--- src/rtl/if_fetch_unit_pkg.sv ---
// Shared types and constants for the instruction fetch unit.
// Fetch-queue entry layout, default depth, exception code.
package if_fetch_unit_pkg;

  localparam int FQ_DEPTH_DEF = 2;

  localparam logic [4:0] EXC_ADEL = 5'h04;

  typedef struct packed {
    logic        valid;
    logic        done;
    logic        adel;
    logic [31:0] pc;
    logic [31:0] instr;
  } fetch_entry_t;

endpackage

--- src/rtl/if_fetch_unit_if.sv ---
// Fetch unit bus bundle: icache request/response and
// the decoupled instruction output towards decode.
interface if_fetch_unit_if;

  logic        icache_req;
  logic [31:0] icache_addr;
  logic        icache_addr_ok;
  logic        icache_data_ok;
  logic [31:0] icache_rdata;

  logic        out_valid;
  logic [31:0] out_pc;
  logic [31:0] out_instr;
  logic        out_adel;
  logic        out_ready;

  modport master (
    output icache_req, icache_addr,
    output out_valid, out_pc, out_instr, out_adel,
    input  icache_addr_ok, icache_data_ok, icache_rdata,
    input  out_ready
  );

  modport slave (
    input  icache_req, icache_addr,
    input  out_valid, out_pc, out_instr, out_adel,
    output icache_addr_ok, icache_data_ok, icache_rdata,
    output out_ready
  );

endinterface

--- src/rtl/if_fetch_unit_fetch_queue.sv ---
// In-order fetch queue: allocate at tail, fill oldest
// pending entry, retire at head, clear on flush or reset.
module fetch_queue
  import if_fetch_unit_pkg::*;
#(
  parameter int DEPTH = FQ_DEPTH_DEF,
  localparam int PW = (DEPTH > 1) ? $clog2(DEPTH) : 1,
  localparam int CW = $clog2(DEPTH + 1)
) (
  input  logic          clk,
  input  logic          rst,
  input  logic          flush,
  input  logic          alloc,
  input  fetch_entry_t  alloc_entry,
  input  logic          fill,
  input  logic [31:0]   fill_data,
  input  logic          retire,
  output fetch_entry_t  head_entry,
  output logic [CW-1:0] count,
  output logic          fill_hit,
  output logic [CW-1:0] pend_after
);

  fetch_entry_t    q [DEPTH];
  logic [PW-1:0]   head;
  logic [PW-1:0]   tail;
  logic [PW-1:0]   fill_idx;
  logic [PW-1:0]   k;
  logic [CW-1:0]   pend;

  function automatic logic [PW-1:0] inc(input logic [PW-1:0] p);
    return (32'(p) == DEPTH - 1) ? '0 : p + PW'(1);
  endfunction

  assign head_entry = q[head];

  // Scan youngest-to-oldest so the oldest pending entry wins.
  always_comb begin
    fill_hit = 1'b0;
    fill_idx = '0;
    pend     = '0;
    k        = '0;
    for (int i = DEPTH - 1; i >= 0; i--) begin
      k = PW'((32'(head) + 32'(i)) % DEPTH);
      if (q[k].valid && !q[k].done) begin
        fill_hit = 1'b1;
        fill_idx = k;
      end
    end
    for (int i = 0; i < DEPTH; i++)
      pend = pend + CW'(q[i].valid & ~q[i].done);
    pend_after = pend - CW'(fill & fill_hit);
  end

  always_ff @(posedge clk) begin
    if (rst || flush) begin
      for (int i = 0; i < DEPTH; i++)
        q[i] <= '0;
      head  <= '0;
      tail  <= '0;
      count <= '0;
    end else begin
      if (fill && fill_hit) begin
        q[fill_idx].done  <= 1'b1;
        q[fill_idx].instr <= fill_data;
      end
      if (alloc) begin
        q[tail] <= alloc_entry;
        tail    <= inc(tail);
      end
      if (retire) begin
        q[head].valid <= 1'b0;
        head          <= inc(head);
      end
      count <= count + CW'(alloc) - CW'(retire);
    end
  end

endmodule

--- src/rtl/if_fetch_unit.sv ---
// Instruction fetch: issues icache requests, tracks
// responses cancelled by redirects, feeds decode in order.
module if_fetch_unit
  import if_fetch_unit_pkg::*;
#(
  parameter int FQ_DEPTH = FQ_DEPTH_DEF,
  localparam int CW = $clog2(FQ_DEPTH + 1)
) (
  input  logic            clk,
  input  logic            rst,
  input  logic [31:0]     preif_pc,
  output logic            preif_wr,
  input  logic            flush,
  if_fetch_unit_if.master bus
);

  logic [CW-1:0] cancel_cnt;
  logic [CW-1:0] cancel_nxt;
  logic [CW-1:0] q_cnt;
  logic [CW-1:0] pend_after;
  logic          fill_hit;
  fetch_entry_t  head;
  fetch_entry_t  alloc_entry;

  logic space;
  logic aligned;
  logic issue;
  logic misal;
  logic alloc;
  logic cancel_hit;
  logic fill;
  logic retire;

  // In-flight cancelled responses still occupy queue budget.
  assign space   = (int'(q_cnt) + int'(cancel_cnt)) < FQ_DEPTH;
  assign aligned = (preif_pc[1:0] == 2'b00);
  assign issue   = space & ~flush & ~rst & aligned;
  assign misal   = space & ~flush & ~rst & ~aligned;

  assign bus.icache_req  = issue;
  assign bus.icache_addr = preif_pc;

  assign alloc    = (issue & bus.icache_addr_ok) | misal;
  assign preif_wr = ~rst & (flush | alloc);

  assign alloc_entry = '{
    valid: 1'b1,
    done:  misal,
    adel:  misal,
    pc:    preif_pc,
    instr: 32'h0
  };

  assign cancel_hit = bus.icache_data_ok & (cancel_cnt != '0);
  assign fill       = bus.icache_data_ok & (cancel_cnt == '0);

  assign bus.out_valid = head.valid & head.done & ~flush & ~rst;
  assign bus.out_pc    = head.valid ? head.pc    : 32'h0;
  assign bus.out_instr = head.valid ? head.instr : 32'h0;
  assign bus.out_adel  = head.valid & head.adel;
  assign retire        = bus.out_valid & bus.out_ready;

  fetch_queue #(
    .DEPTH(FQ_DEPTH)
  ) u_fq (
    .clk        (clk),
    .rst        (rst),
    .flush      (flush),
    .alloc      (alloc),
    .alloc_entry(alloc_entry),
    .fill       (fill),
    .fill_data  (bus.icache_rdata),
    .retire     (retire),
    .head_entry (head),
    .count      (q_cnt),
    .fill_hit   (fill_hit),
    .pend_after (pend_after)
  );

  always_comb begin
    cancel_nxt = cancel_cnt - CW'(cancel_hit);
    if (flush)
      cancel_nxt = cancel_nxt + pend_after;
  end

  always_ff @(posedge clk) begin
    if (rst)
      cancel_cnt <= '0;
    else
      cancel_cnt <= cancel_nxt;
  end

  always_ff @(posedge clk) begin
    if (!rst) begin
      assert (!(bus.icache_data_ok && cancel_cnt == '0 && !fill_hit));
      assert (int'(cancel_nxt) <= FQ_DEPTH);
    end
  end

endmodule

--- src/flat_wrapper.sv ---
// flat-port wrapper written by rule: the top's interface ports become plain ports
module if_fetch_unit_flat import if_fetch_unit_pkg::*;
#(
  parameter int FQ_DEPTH = FQ_DEPTH_DEF,
  localparam int CW = $clog2(FQ_DEPTH + 1)
)
  (clk, rst, preif_pc, preif_wr, flush, bus_icache_req, bus_icache_addr, bus_out_valid, bus_out_pc, bus_out_instr, bus_out_adel, bus_icache_addr_ok, bus_icache_data_ok, bus_icache_rdata, bus_out_ready);
  if_fetch_unit_if bus_i ();
  input  logic clk;
  input  logic rst;
  input  logic [31:0] preif_pc;
  output logic preif_wr;
  input  logic flush;
  output wire logic [$bits(bus_i.icache_req)-1:0] bus_icache_req;
  output wire logic [$bits(bus_i.icache_addr)-1:0] bus_icache_addr;
  output wire logic [$bits(bus_i.out_valid)-1:0] bus_out_valid;
  output wire logic [$bits(bus_i.out_pc)-1:0] bus_out_pc;
  output wire logic [$bits(bus_i.out_instr)-1:0] bus_out_instr;
  output wire logic [$bits(bus_i.out_adel)-1:0] bus_out_adel;
  input wire logic [$bits(bus_i.icache_addr_ok)-1:0] bus_icache_addr_ok;
  input wire logic [$bits(bus_i.icache_data_ok)-1:0] bus_icache_data_ok;
  input wire logic [$bits(bus_i.icache_rdata)-1:0] bus_icache_rdata;
  input wire logic [$bits(bus_i.out_ready)-1:0] bus_out_ready;
  assign bus_icache_req = bus_i.icache_req;
  assign bus_icache_addr = bus_i.icache_addr;
  assign bus_out_valid = bus_i.out_valid;
  assign bus_out_pc = bus_i.out_pc;
  assign bus_out_instr = bus_i.out_instr;
  assign bus_out_adel = bus_i.out_adel;
  assign bus_i.icache_addr_ok = bus_icache_addr_ok;
  assign bus_i.icache_data_ok = bus_icache_data_ok;
  assign bus_i.icache_rdata = bus_icache_rdata;
  assign bus_i.out_ready = bus_out_ready;
  if_fetch_unit #(.FQ_DEPTH(FQ_DEPTH)) u_core (.clk(clk), .rst(rst), .preif_pc(preif_pc), .preif_wr(preif_wr), .flush(flush), .bus(bus_i));
endmodule
--- config.mk ---
export PLATFORM = sky130hd
export DESIGN_NAME = if_fetch_unit_flat
export DESIGN_NICKNAME = d
export VERILOG_FILES = /design/src/rtl/if_fetch_unit_pkg.sv /design/src/rtl/if_fetch_unit_if.sv /design/src/rtl/if_fetch_unit_fetch_queue.sv /design/src/rtl/if_fetch_unit.sv /design/src/flat_wrapper.sv
export SDC_FILE = /design/constraint.sdc
export NUM_CORES = 1
export LEC_CHECK = 0
export BUFFER_PORTS_ARGS = -buffer_cell sky130_fd_sc_hd__buf_4
export CAP_MARGIN = 20
export CORE_MARGIN = 2
export CORE_UTILIZATION = 53
export CTS_CLUSTER_SIZE = 40
export DETAILED_ROUTE_END_ITERATION = 10
export PLACE_DENSITY = 0.88
export SYNTH_ARGS = -nofsm -noshare
export SYNTH_HDL_FRONTEND = slang
export SYNTH_SLANG_ARGS = --single-unit
--- constraint.sdc ---
create_clock -name clk -period 8.8 [get_ports clk]
set_clock_uncertainty 0.15 [all_clocks]
set_input_delay 0 -clock clk [delete_from_list [all_inputs] [get_ports clk]]
set_output_delay 0 -clock clk [all_outputs]
set_load 0.01 [all_outputs]
==> flow_metrics.tcl <==
set metrics [dict create \
    status "completed" \
    path_max_fanout 34 \
    dr.pass1.iters 5 \
    synthDistinctLibCells 44 \
    insertedDiodeCount 0 \
    reg2reg_from "u_core.cancel_cnt[0]" \
    dp_hpwl_mm 10.18 \
    synth_top_family_by_area "simple AND/OR/NAND/NOR gates" \
    synth_xor_area_frac 0.005435 \
    die_w_um 114.3 \
    drc 0 \
    n_fill_cell 713 \
    cap_violations 0 \
    async_flop_share 0 \
    synthTopCellsByCount "dfxtp_1 (75), mux2i_1 (69), nor2_1 (68)" \
    cp.required_ns 8.77 \
    htree_levels 4 \
    cts_tree "yes" \
    core_mm2 0.01196 \
    worstSetupPathType "reg2reg" \
    numCtsBuffers 17 \
    yosys_warnings 0 \
    start_util 0.5389 \
    routed_via_density 5.756 \
    clock_path_buffers 2 \
    grt_pass1_vias 5304 \
    post-route-period-util 0.4767 \
    setup_tns_ns 0 \
    final_cell_count_no_fill 904 \
    synth_fa_ha_area_frac 0.01398 \
    rrSetupSlack_ns 4.60 \
    synth_area_leaders "edfxtp_1 (31%), dfxtp_1 (23%), mux2i_1 (11%)" \
    ys_seq_area_frac 0.5404 \
    slew_viol_final 0 \
    startpoint "u_core.cancel_cnt[0]" \
    hp-class "in2reg" \
    worstSetupEndpointType "flop" \
    arrival_ns 4.16 \
    cp-start-kind "flop" \
    rsz0062_at_grt "false" \
    r2r-end "u_core.u_fq.q[1][36]" \
    synth-simple-area-share 0.1374 \
    wl_mm 17.18 \
    synth_edf_count 66 \
    cts-root-buf "clkbuf_16" \
    num_rows 40 \
    detail-route-antenna-nets 0 \
    num_vias 5203 \
    synth_ff_type "dfxtp_1" \
    seqCellArea_mm2 0.003487 \
    grt_max_degree 72 \
    die_y_um 114.3 \
    cp-endpoint "u_core.u_fq.q[1][36]" \
    layout_min_cycle_time_ns 4.195 \
    gp_routability_congestion 0.8107 \
    synth.ff_latch_count 141 \
    io_pins 170 \
    hold_buffers 70 \
    finalSetupViolations 0 \
    finalHoldViolations 0 \
    drtIter0Drc 473 \
    tightest_slew_ns 1.044 \
    drive_gt1_frac 0.2933 \
    grt_overflow 0 \
    synthesis.nets 627 \
    grt_first_pass_wirelength_mm 26.77 \
    syn_area_mm2 0.006446 \
    port_buffers 169 \
    synthMuxAreaShare 0.1071 \
    power_density_mw_per_mm2 195.9 \
    drt-wirelength-per-cell_um 19.01 \
    dp_cells 801 \
    synthMostInstantiatedCell "dfxtp_1" \
    synth_compound_area_frac 0.1200 \
    dieArea_mm2 0.01306 \
    antenna_found_initial 0 \
    nNetsFinal 820 \
    avgSynthCellArea_um2 11.70 \
    netlist.area_leader.share 0.3075 \
    clk_latency_ns 0.41 \
    multiInputGateArea_mm2 0.002495 \
    max_slew_margin 0.3020 \
    synth_top_area_cell "edfxtp_1" \
    area_growth_pct 38.24 \
    clock_sinks 141 \
    power.leakage_nw 3.589 \
    syn_inst 551 \
    path_clk_slew_ns 0.06 \
    cts-resized-gates 0 \
    grt_usage 0.2629 \
    r2r_cells 7 \
    post-cts-setup-buffer-count 0 \
    max_freq_mhz 238.4 \
    ir_drop_mv 0.1289 \
]
-- where the power goes --
group / total, W / internal (W) / switching (W)
Sequential: 0.000748 / 0.000729 / 0.0000191
Clock: 0.000733 / 0.000448 / 0.000284
Combinational: 0.000265 / 0.000121 / 0.000145
Total: 0.00175 / 0.00130 / 0.000448
-- logic make-up after synthesis --
kind of cell / Yosys count
DFF: 141
and+or+nand+nor: 166
adders and majority gates: 6
muxes: 69
xor gates and xnor gates: 4
AOI/OAI and AO/OA: 83
buffers and inverters: 82
-- state kept, by name, summed over array words and instances, names as in the netlist, named ones only --
| signal | count |
|---|---|
| u_core.cancel_cnt | 2 |
| u_core.u_fq.count | 2 |
| u_core.u_fq.head | 1 |
| u_core.u_fq.q | 134 |
| u_core.u_fq.tail | 1 |
-- cell usage in the layout, fill, tap and decap left out, types with 3 or more instances in the layout --
master           n
edfxtp_1        66
ha_1             4
mux2i_1         68
dlygate4sd3_1   70
a32o_1          64
buf_4          174
buf_16           3
a21oi_1          4
inv_1            9
and3_1           5
inv_6            3
clkbuf_16       21
nor2_1          68
dfxtp_1         74
and2_1          64
nand2_1          6
nor3_1           5
-- layout make-up --
cell class / count / share of cell area
clock inverters: 8 / 0.007161
flip-flops and latches: 141 / 0.3913
multi-input cells: 328 / 0.2800
repair buffers: 247 / 0.2345
clock buffers: 24 / 0.06262
well taps: 147 / 0.02064
inverters: 9 / 0.003791
-- critical path, stage by stage, from the launching register on --
cell and delay, ns:
dfxtp_1 0.38, and2_1 0.16, fa_1 0.45, or4_4 0.56, nor3_4 0.86, nor2_4 0.35, inv_1 0.73, buf_16 0.23
-- per-layer routing --
metal,up-vias,GRT usage,wire length [um]
met5,-,0,0
met4,0,0.06911,195
met3,23,0.06194,1258
met1,2527,0.3152,6655
met2,278,0.4746,9075
li1,2375,-,-
-- how the worst min path moves through the flow --
stage	from	to	slack (ns)	depth (start not counted)
6_report	bus_icache_data_ok	u_core.cancel_cnt[1]	0.14	6
3_3_place_gp	preif_pc[17]	bus_icache_addr[17]	0.04	2
3_5_place_dp	preif_pc[16]	bus_icache_addr[16]	0.04	2
2_1_floorplan	rst	preif_wr	-0.11	1
4_1_cts	bus_icache_data_ok	u_core.cancel_cnt[1]	0.13	6
5_1_grt	bus_icache_data_ok	u_core.cancel_cnt[1]	0.16	6
-- stage by stage --
step | hold slack (ns) | setup WS [ns] | power (W) | area, um2 | utilization
2_1_floorplan | -0.1059 | 5.657 | 0.0008967 | 6446 | -
3_3_place_gp | 0.04155 | 4.485 | 0.0009779 | 7506 | 0.6275
3_5_place_dp | 0.04328 | 4.622 | 0.0009931 | 7561 | 0.6321
4_1_cts | 0.1272 | 4.587 | 0.001745 | 8884 | 0.7427
5_1_grt | 0.1647 | 4.358 | 0.001802 | 8911 | 0.7450
6_report | 0.1365 | 4.605 | 0.001746 | 8911 | 0.7450
(Power assumes the default switching activity.)
